### config.mk
export PLATFORM = sky130hd
export DESIGN_NAME = pc_sequencer_flat
export DESIGN_NICKNAME = d
export VERILOG_FILES = /design/src/rtl/cpu_pkg.sv /design/src/rtl/pc_sequencer_if.sv /design/src/rtl/pc_next_mux.sv /design/src/rtl/pc_sequencer.sv /design/src/flat_wrapper.sv
export SDC_FILE = /design/constraint.sdc
export NUM_CORES = 1
export LEC_CHECK = 0
export BUFFER_PORTS_ARGS = -buffer_cell sky130_fd_sc_hd__buf_2
export CORE_ASPECT_RATIO = 0.5
export CORE_MARGIN = 4
export CORE_UTILIZATION = 51
export CTS_CLUSTER_SIZE = 8
export DETAILED_ROUTE_END_ITERATION = 10
export GPL_ROUTABILITY_DRIVEN = 1
export PLACE_DENSITY = 0.85
export SYNTH_ARGS = -nofsm -noshare
export SYNTH_HDL_FRONTEND = slang
export SYNTH_HIERARCHICAL = 1
export SYNTH_SLANG_ARGS = --single-unit
### constraint.sdc
create_clock -name i_clk -period 5 [get_ports i_clk]
set_clock_uncertainty 0.05 [all_clocks]
set_input_delay 0.5 -clock i_clk [delete_from_list [all_inputs] [get_ports i_clk]]
set_output_delay 0.5 -clock i_clk [all_outputs]
set_load 0.05 [all_outputs]
### src/rtl/cpu_pkg.sv
// Shared front-end definitions: PC geometry, fixed instruction words,
// sequencer state encoding and next-PC source encoding.
package cpu_pkg;

  localparam int PC_WIDTH    = 16;
  localparam int INSTR_WIDTH = 16;

  localparam logic [PC_WIDTH-1:0]    RESET_PC       = 16'h0000;
  localparam logic [PC_WIDTH-1:0]    INT_VEC_ADDR   = 16'h0001;
  localparam logic [INSTR_WIDTH-1:0] INT_PUSH_INSTR = 16'hF800;
  localparam logic [INSTR_WIDTH-1:0] NOP_INSTR      = 16'h0000;

  typedef enum logic [1:0] {
    ST_RUN      = 2'd0,
    ST_INT_PUSH = 2'd1,
    ST_INT_VEC  = 2'd2
  } seq_state_e;

  // Which source won the next-PC arbitration this cycle.
  typedef enum logic [2:0] {
    SEL_POP    = 3'd0,
    SEL_BRANCH = 3'd1,
    SEL_HOLD   = 3'd2,
    SEL_INT    = 3'd3,
    SEL_SEQ    = 3'd4
  } pc_sel_e;

  // Sequential successor; wraps modulo 2^PC_WIDTH.
  function automatic logic [PC_WIDTH-1:0] pc_inc(input logic [PC_WIDTH-1:0] pc);
    return pc + {{(PC_WIDTH-1){1'b0}}, 1'b1};
  endfunction

endpackage

### src/rtl/pc_sequencer_if.sv
// Fetch-side bundle of the PC sequencer: instruction-memory address/data
// and the issue stream handed to the fetch/decode buffer.
interface pc_sequencer_if;
  import cpu_pkg::*;

  logic [PC_WIDTH-1:0]    o_imem_addr;
  logic [INSTR_WIDTH-1:0] i_imem_data;
  logic [INSTR_WIDTH-1:0] o_instr;
  logic [PC_WIDTH-1:0]    o_pc;
  logic [PC_WIDTH-1:0]    o_saved_pc;
  logic                   o_int_ack;

  modport master (
    output o_imem_addr,
    input  i_imem_data,
    output o_instr,
    output o_pc,
    output o_saved_pc,
    output o_int_ack
  );

  modport slave (
    input  o_imem_addr,
    output i_imem_data,
    input  o_instr,
    input  o_pc,
    input  o_saved_pc,
    input  o_int_ack
  );

endinterface

### src/rtl/pc_next_mux.sv
// Combinational next-PC priority selector:
// pop > branch > stall (hold) > interrupt (hold, capture) > sequential.
module pc_next_mux import cpu_pkg::*; (
  input  logic [PC_WIDTH-1:0] pc_i,
  input  logic                pop_i,
  input  logic [PC_WIDTH-1:0] pop_data_i,
  input  logic                branch_i,
  input  logic [PC_WIDTH-1:0] target_i,
  input  logic                stall_i,
  input  logic                int_i,
  output logic [PC_WIDTH-1:0] next_pc_o,
  output pc_sel_e             sel_o
);

  // Priority chain; an accepted interrupt holds the PC so it becomes the return address.
  always_comb begin
    next_pc_o = pc_inc(pc_i);
    sel_o     = SEL_SEQ;
    if (pop_i) begin
      next_pc_o = pop_data_i;
      sel_o     = SEL_POP;
    end else if (branch_i) begin
      next_pc_o = target_i;
      sel_o     = SEL_BRANCH;
    end else if (stall_i) begin
      next_pc_o = pc_i;
      sel_o     = SEL_HOLD;
    end else if (int_i) begin
      next_pc_o = pc_i;
      sel_o     = SEL_INT;
    end
  end

endmodule

### src/rtl/pc_sequencer.sv
// Program counter and instruction issue for the front end, including the
// interrupt-entry sequence (bubble, push of the saved PC, vector fetch).
//
//   state       | meaning
//   ------------+-----------------------------------------------------------
//   ST_RUN      | normal issue of imem[PC]; redirects and interrupt accept
//   ST_INT_PUSH | issue INT_PUSH_INSTR with o_int_ack; redirect aborts entry
//   ST_INT_VEC  | read handler address from INT_VEC_ADDR, load it into PC
module pc_sequencer import cpu_pkg::*; (
  input  logic                i_clk,
  input  logic                i_reset,
  input  logic                i_stall,
  input  logic                i_branch_taken,
  input  logic [PC_WIDTH-1:0] i_branch_target,
  input  logic                i_pop_pc,
  input  logic [PC_WIDTH-1:0] i_pop_data,
  input  logic                i_interrupt,
  pc_sequencer_if.master      fe_if
);

  seq_state_e             state_q, state_d;
  logic [PC_WIDTH-1:0]    pc_q, pc_d;
  logic [PC_WIDTH-1:0]    saved_pc_q, saved_pc_d;
  logic                   pending_q, pending_d;

  logic [PC_WIDTH-1:0]    mux_next_pc;
  pc_sel_e                mux_sel;
  logic                   mux_int;

  logic [PC_WIDTH-1:0]    imem_addr;
  logic [INSTR_WIDTH-1:0] instr;
  logic                   int_ack;

  // In RUN a same-cycle request counts so the current word becomes the return
  // address; in INT_PUSH the request is already committed, so only a redirect
  // or a stall can keep us from advancing to INT_VEC.
  assign mux_int = (state_q == ST_RUN) ? (pending_q | i_interrupt) : 1'b1;

  pc_next_mux u_next_mux (
    .pc_i       (pc_q),
    .pop_i      (i_pop_pc),
    .pop_data_i (i_pop_data),
    .branch_i   (i_branch_taken),
    .target_i   (i_branch_target),
    .stall_i    (i_stall),
    .int_i      (mux_int),
    .next_pc_o  (mux_next_pc),
    .sel_o      (mux_sel)
  );

  // State, PC, return-address and pending-request registers.
  always_ff @(posedge i_clk) begin
    if (i_reset) begin
      state_q    <= ST_RUN;
      pc_q       <= RESET_PC;
      saved_pc_q <= '0;
      pending_q  <= 1'b0;
    end else begin
      state_q    <= state_d;
      pc_q       <= pc_d;
      saved_pc_q <= saved_pc_d;
      pending_q  <= pending_d;
    end
  end

  // Next-state, next-PC and issue outputs.
  always_comb begin
    state_d    = state_q;
    pc_d       = pc_q;
    saved_pc_d = saved_pc_q;
    pending_d  = pending_q;
    imem_addr  = pc_q;
    instr      = NOP_INSTR;
    int_ack    = 1'b0;

    unique case (state_q)
      ST_RUN: begin
        instr     = fe_if.i_imem_data;
        pending_d = pending_q | i_interrupt;
        pc_d      = mux_next_pc;
        if (mux_sel == SEL_INT) begin
          // The current word is dropped and re-fetched after the handler returns.
          instr      = NOP_INSTR;
          saved_pc_d = pc_q;
          state_d    = ST_INT_PUSH;
        end
      end

      ST_INT_PUSH: begin
        instr   = INT_PUSH_INSTR;
        int_ack = 1'b1;
        case (mux_sel)
          SEL_POP, SEL_BRANCH: begin
            // Older instruction redirected: abandon entry, request stays pending.
            instr   = NOP_INSTR;
            int_ack = 1'b0;
            pc_d    = mux_next_pc;
            state_d = ST_RUN;
          end
          SEL_HOLD: ;
          default: begin
            pending_d = 1'b0;
            state_d   = ST_INT_VEC;
          end
        endcase
      end

      ST_INT_VEC: begin
        // Nothing older than the push can redirect, so only stall matters here.
        imem_addr = INT_VEC_ADDR;
        if (!i_stall) begin
          pc_d    = fe_if.i_imem_data;
          state_d = ST_RUN;
        end
      end

      default: begin
        state_d = ST_RUN;
      end
    endcase

    if (i_reset) begin
      instr   = NOP_INSTR;
      int_ack = 1'b0;
    end
  end

  assign fe_if.o_imem_addr = imem_addr;
  assign fe_if.o_instr     = instr;
  assign fe_if.o_pc        = pc_q;
  assign fe_if.o_saved_pc  = saved_pc_q;
  assign fe_if.o_int_ack   = int_ack;

endmodule
### src/flat_wrapper.sv
// flat-port wrapper written by rule: the top's interface ports become plain ports
module pc_sequencer_flat import cpu_pkg::*;
  (i_clk, i_reset, i_stall, i_branch_taken, i_branch_target, i_pop_pc, i_pop_data, i_interrupt, fe_if_o_imem_addr, fe_if_i_imem_data, fe_if_o_instr, fe_if_o_pc, fe_if_o_saved_pc, fe_if_o_int_ack);
  pc_sequencer_if fe_if_i ();
  input  logic i_clk;
  input  logic i_reset;
  input  logic i_stall;
  input  logic i_branch_taken;
  input  logic [PC_WIDTH-1:0] i_branch_target;
  input  logic i_pop_pc;
  input  logic [PC_WIDTH-1:0] i_pop_data;
  input  logic i_interrupt;
  output wire logic [$bits(fe_if_i.o_imem_addr)-1:0] fe_if_o_imem_addr;
  input wire logic [$bits(fe_if_i.i_imem_data)-1:0] fe_if_i_imem_data;
  output wire logic [$bits(fe_if_i.o_instr)-1:0] fe_if_o_instr;
  output wire logic [$bits(fe_if_i.o_pc)-1:0] fe_if_o_pc;
  output wire logic [$bits(fe_if_i.o_saved_pc)-1:0] fe_if_o_saved_pc;
  output wire logic [$bits(fe_if_i.o_int_ack)-1:0] fe_if_o_int_ack;
  assign fe_if_o_imem_addr = fe_if_i.o_imem_addr;
  assign fe_if_i.i_imem_data = fe_if_i_imem_data;
  assign fe_if_o_instr = fe_if_i.o_instr;
  assign fe_if_o_pc = fe_if_i.o_pc;
  assign fe_if_o_saved_pc = fe_if_i.o_saved_pc;
  assign fe_if_o_int_ack = fe_if_i.o_int_ack;
  pc_sequencer u_core (.i_clk(i_clk), .i_reset(i_reset), .i_stall(i_stall), .i_branch_taken(i_branch_taken), .i_branch_target(i_branch_target), .i_pop_pc(i_pop_pc), .i_pop_data(i_pop_data), .i_interrupt(i_interrupt), .fe_if(fe_if_i));
endmodule
Word-level counts from Yosys, hierarchy flattened

Cells that the tools add are included.

Bitwise logic cells: 1
Equality and inequality tests: 10
Reductions and logical operators: 10
Add/sub/neg operators: 1
Multiplexer cells: 26

Operators with widths:

| operator                                                                | number |
|---|---|
| 16-bit two-way mux                                                      | 10 |
| 16-bit case mux with 3 select lines                                     | 1 |
| 16-bit case mux with 2 select lines                                     | 1 |
| 16-bit by 1-bit adder with 16-bit output, second input constant         | 1 |
| 3-bit two-way mux                                                       | 4 |
| 2-bit inequality test, second input constant                            | 4 |
| 3-bit by 2-bit == test with 1-bit output, second input constant         | 2 |
| 2-bit case mux with 3 select lines                                      | 1 |
| 3-bit AND reduction                                                     | 2 |
| 1-bit two-way mux                                                       | 5 |
| 2-bit two-way mux                                                       | 2 |
| 2-bit case mux with 2 select lines                                      | 1 |
| 2-bit AND reduction                                                     | 2 |
| 3-bit by 1-bit == test with 1-bit output, second input constant         | 1 |
| 3-bit logical NOT                                                       | 1 |
| 3-bit nonzero test                                                      | 1 |
| 3-bit OR reduction                                                      | 1 |
| 2-bit by 1-bit == test with 1-bit output, second input constant         | 1 |
| 2-bit == test, second input constant                                    | 1 |
| 2-bit logical NOT                                                       | 1 |
| 2-bit by 1-bit inequality test with 1-bit output, second input constant | 1 |
| 1-bit case mux with 2 select lines                                      | 1 |
| 2-bit nonzero test                                                      | 1 |
| 2-bit OR reduction                                                      | 1 |
| 1-bit OR                                                                | 1 |

Register bits: 35
Output and inout port bits: 65

Logic depth before layout (Yosys ltp)

Word-level depth: 11
Mapped depth: 11
Gate-level depth less buffers: 8

Modules after synthesis

The synthesis kept the hierarchy.

By module, submodules not included:

| module       | times used | cells each | area an instance (um^2) | sequential area each (um^2) |
|---|---|---|---|---|
| pc_sequencer | 1          | 217        | 1936.9                  | 700.7 |
| pc_next_mux  | 1          | 103        | 678.2                   | 0.0 |

Worst setup path before layout

No wires, ideal clock.

Kind: flip-flop to output port
Start: register u_core.state_q[1]
End: output fe_if_o_instr[11]
Cell stages (with the launch flop): 10
Data arrival time: 2.916 ns
Slack: 1.534 ns
Data required time: 4.450 ns
Buffers on the path: 3
Cell sequence: dfxtp_1 buf_6 or2_1 buf_2 or3_1 nor3_1 nand3b_1 clkbuf_1 nand3_1 a21oi_1

Word-level cells in the longest chain between the ends: 11

RTL lines:

| what                                                                                 | line                | source |
|---|---|---|
| start: declaration                                                                   | pc_sequencer.sv:21  | `seq_state_e state_q, state_d;` |
| start signal: assignment                                                             | pc_sequencer.sv:59  | `state_q <= state_d;` |
| 2-bit logical NOT *                                                                  | pc_sequencer.sv:37  | `assign mux_int = (state_q == ST_RUN) ? (pending_q \| i_interrupt) : 1'b1;` |
| 1-bit two-way mux *                                                                  | pc_sequencer.sv:37  |  |
| net u_core.mux_int                                                                   | pc_sequencer.sv:28  | `logic mux_int;` |
| 3-bit two-way mux *                                                                  | pc_next_mux.sv:28   | `end else if (int_i) begin` |
| 3-bit two-way mux *                                                                  | pc_next_mux.sv:25   | `end else if (stall_i) begin` |
| 3-bit two-way mux *                                                                  | pc_next_mux.sv:22   | `end else if (branch_i) begin` |
| 3-bit two-way mux *                                                                  | pc_next_mux.sv:19   | `if (pop_i) begin` |
| net u_core.mux_sel[2]                                                                | pc_sequencer.sv:27  | `pc_sel_e mux_sel;` |
| 3-bit by 1-bit == test with 1-bit output / 3-bit logical NOT (equally long branches) | pc_sequencer.sv:92  | `case (mux_sel)` |
| 2-bit OR reduction                                                                   | n/a                 |  |
| 16-bit two-way mux                                                                   | pc_sequencer.sv:92  |  |
| 16-bit case mux with 2 select lines *                                                | pc_sequencer.sv:76  | `unique case (state_q)` |
| 16-bit two-way mux *                                                                 | pc_sequencer.sv:122 | `if (i_reset) begin` |
| end: declaration                                                                     | flat_wrapper.sv:15  | `output wire logic [$bits(fe_if_i.o_instr)-1:0] fe_if_o_instr;` |

The timed path passes the listed nets; every way through them passes the cells marked *.

Worst setup path after layout

Start: register u_core.state_q[1]
End: output fe_if_o_instr[6]

Word-level cells in the longest chain between the ends: 10

RTL lines:

| what                                     | line                | source |
|---|---|---|
| 2-bit logical NOT                        | pc_sequencer.sv:37  |  |
| 1-bit two-way mux                        | pc_sequencer.sv:37  |  |
| net u_core.mux_int                       | pc_sequencer.sv:28  |  |
| 3-bit two-way mux                        | pc_next_mux.sv:28   |  |
| 3-bit two-way mux                        | pc_next_mux.sv:25   |  |
| 3-bit two-way mux                        | pc_next_mux.sv:22   |  |
| 3-bit two-way mux                        | pc_next_mux.sv:19   |  |
| net u_core.mux_sel[1]                    | pc_sequencer.sv:27  |  |
| 3-bit by 2-bit == test with 1-bit output | pc_sequencer.sv:81  | `if (mux_sel == SEL_INT) begin` |
| 16-bit two-way mux                       | pc_sequencer.sv:81  |  |
| 16-bit case mux with 2 select lines      | pc_sequencer.sv:76  |  |
| 16-bit two-way mux                       | pc_sequencer.sv:122 |  |

The timed path passes the listed nets, and every way through them passes these cells.

==> impl_metrics.tcl <==
set metrics [dict create \
    avgSynthCellArea_um2 8.17 \
    initial_utilization_pct 53.0 \
    clock-sinks 35 \
    yosys_warnings 6 \
    antenna_cells 0 \
    drt-pass1-iter-count 8 \
    drc 0 \
    timing.rr.end "u_core/fe_if.o_pc[15]" \
    cts_hold_buffers 0 \
    clock_path_buffers 2 \
    fin_cells 488 \
    nets 472 \
    dieHeight_um 58.6 \
    grt_usage_pct 26.1 \
    crit_path_max_fanout 18 \
    max_stage_delay_ps 480 \
    hold_ws_ps 437 \
    worst_hold_startpoint "u_core/fe_if.o_saved_pc[5]" \
    rsz0062_at_grt "no" \
    pwr-share-comb_pct 31.5 \
    design.die.area_um2 6410 \
    synth-main-ff-cell "dfxtp_1" \
    wl_per_cell_um 17.3 \
    htreeDepth 2 \
    crit_top_cell "nor2_1" \
    min_path_cells 2 \
    coreArea_um2 4930 \
    max-cap-violations 0 \
    final_max_slew_viol_count 0 \
    cp_num_buf_inv 1 \
    critical_path_class "register to output pin" \
    cts.clk_slew.worst_paths_ps 80 \
    fin_setup_tns_ps 0 \
    grt_pass1_vias 2618 \
    final_cell_area_um2 3200 \
    endpoint_kind "output pin" \
    io_pins 119 \
    io_buffers 118 \
    overflow 0 \
    hold_violations 0 \
    cp_top_family "simple AND/OR/NAND/NOR gates" \
    tightest_slew_ps 1250 \
    drive_gt1_share_pct 35.6 \
    power.internal_mw 0.479 \
    setup_viol 0 \
    hold_end "u_core/fe_if.o_saved_pc[5]" \
    pwr-share-clk_pct 28.4 \
    power_density_nw_per_um2 249 \
    final_util_pct 64.9 \
    antenna_found_initial 0 \
    place_area_um2 3100 \
    cts_root_buf "clkbuf_8" \
    synth_fp_nets 375 \
    dieWidth_um 109 \
    ctsResizeCount 0 \
    via_count 2932 \
    syn_to_final_growth_pct 22.3 \
    synth_cell_type_count 54 \
    final.period_utilization_pct 82.0 \
    synth_enable_flop_cells 0 \
    status "completed" \
    crit_required_ps 4450 \
    worst_setup_path_start_kind "register" \
    rows 18 \
    hpwl_mm 5.99 \
    p_leak_nw 1.54 \
    pwr-share-seq_pct 40.1 \
    yosysSeqAreaShare_pct 26.8 \
    cts_tree "built" \
    crit_arrival_ps 3550 \
    ys_ff_latch 35 \
    postSynthCellCount 320 \
    drt_iter0_drc 420 \
    reg2regPathDepth 8 \
    vdd_ir_drop_max_v 0.000124 \
    cts_setup_buffers 0 \
    min_period_ps 4100 \
    p_sw_share_pct 39.8 \
    ant_nets 0 \
    synthArstFlopShare_pct 0 \
    cp_cell_sequence "or2_1 -> or3_1 -> nor2_1 -> nor2_1 -> and3b_1 -> nor3_4 -> and2_1 -> buf_2" \
    syn_area_um2 2620 \
    fmax_mhz 244 \
    hp-class "register to register" \
    relSlewSlack_pct 16.6 \
    placedCellCount 480 \
    wirelength_mm 8.42 \
    place.gp.congestion 0.885 \
    critPathSlowestCell "or2_1" \
    rr_startpoint "u_core/state_q[1]" \
    routed_via_density 6.01 \
    clk_latency_ps 290 \
    p_sw_mw 0.317 \
    rrSetupSlack_ps 1580 \
    grt_start_max_net_pins 38 \
    cts_buffers 5 \
    grt_first_pass_wirelength_mm 13.1 \
]
-- layout by cell type (no fill, tap or decap), drive strengths merged, types with 2 or more instances in the layout --
master	n
mux2i	22
and2	29
and3	3
o21ai	25
or3	2
nand3b	3
nor2b	2
nand3	26
xor2	5
nand2b	4
a22oi	5
clkinv	2
nand4	8
or2	4
a21oi	48
nor3	6
a211oi	16
nor2	9
clkbuf	6
buf	119
o22ai	4
xnor2	5
dfxtp	35
nand2	10
and4	2
-- worst max path at each step --
stage | from | to | slack (ps) | cells past startpoint
2_1_floorplan | u_core/state_q[1] | fe_if_o_instr[11] | 1530 | 9
3_3_place_gp | u_core/state_q[1] | fe_if_o_instr[8] | 1420 | 8
3_5_place_dp | u_core/state_q[1] | fe_if_o_instr[10] | 1270 | 8
4_1_cts | u_core/state_q[1] | fe_if_o_instr[10] | 930 | 8
5_1_grt | u_core/state_q[1] | fe_if_o_instr[0] | 670 | 8
6_report | u_core/state_q[1] | fe_if_o_instr[6] | 900 | 8
-- through the flow --
stage	worst slack (ps)	total power, mW
finish	901	0.796
global route	666	0.830
CTS	931	0.795
detailed placement	1270	0.573
global placement	1420	0.569
floorplan	1530	0.502
-- cells by family after synthesis --
kind of cell,Yosys count,share of synthesized area [%]
fa+ha+maj,1,0.478
simple gates,113,26.0
buf+inv,31,7.94
compound gates,107,26.6
xor+xnor,10,3.35
flops,35,26.8
mux,23,8.85
-- synthesized netlist by cell type (2+ instances only) --
library cell  instances  area (um^2)
a21oi_1              48          240
dfxtp_1              35          701
and2_1               29          181
nand3_1              26          130
mux2i_1              22          220
o21ai_0              22          110
a211oi_2             10          125
nand2_1              10         37.5
buf_2                 9         45.0
clkbuf_1              9         33.8
nor2_1                9         33.8
nand4_1               8         50.1
a211oi_1              6         45.0
buf_6                 6         67.6
a22oi_1               5         37.5
nor3_1                5         25.0
xnor2_1               5         43.8
xor2_1                5         43.8
o22ai_1               4         25.0
and3_1                3         18.8
nand2b_1              3         18.8
nand3b_1              3         22.5
and4_1                2         17.5
buf_4                 2         15.0
nor2b_1               2         12.5
or2_1                 2         12.5
or2_2                 2         12.5
or3_1                 2         12.5
-- worst reg2reg max path, stage by stage (launching register included) --
cell and delay (ps):
dfxtp_1 430, or2_1 480, or3_1 480, nor2_1 360, nor2_1 170, o21ai_2 150, buf_4 250, and2_1 730
a211oi_1 170
-- state kept, by name, summed over array words and instances (netlist names) --
name	count
u_core/fe_if.o_pc	16
u_core/state_q	2
u_core/pending_q	1
u_core/fe_if.o_saved_pc	16
-- routing by layer --
| layer | wire length, um | track usage [%] | vias up |
|---|---|---|---|
| met5 | 0 | 0 | - |
| met4 | 94 | 5.51 | 0 |
| met3 | 960 | 6.02 | 16 |
| met2 | 3740 | 41.1 | 191 |
| met1 | 3630 | 36.8 | 1353 |
| li1 | - | - | 1372 |
-- power by group through the flow --
stage	logic (mW)	registers [mW]	clock network [mW]
after floorplan	0.149	0.354	0
after global placement	0.246	0.324	0
after detailed placement	0.249	0.324	0
after CTS	0.250	0.318	0.227
after global routing	0.266	0.321	0.243
final	0.251	0.319	0.226
-- cell type report --
cell class,instances,area [um^2]
fillers,447,1730
multi-input cells,254,1710
flip-flops and latches,35,701
repair buffers,119,598
well taps,70,87.6
clock buffers,6,82.6
clock inverters,2,16.3
inverters,2,7.51
(Power assumes the default switching activity.)
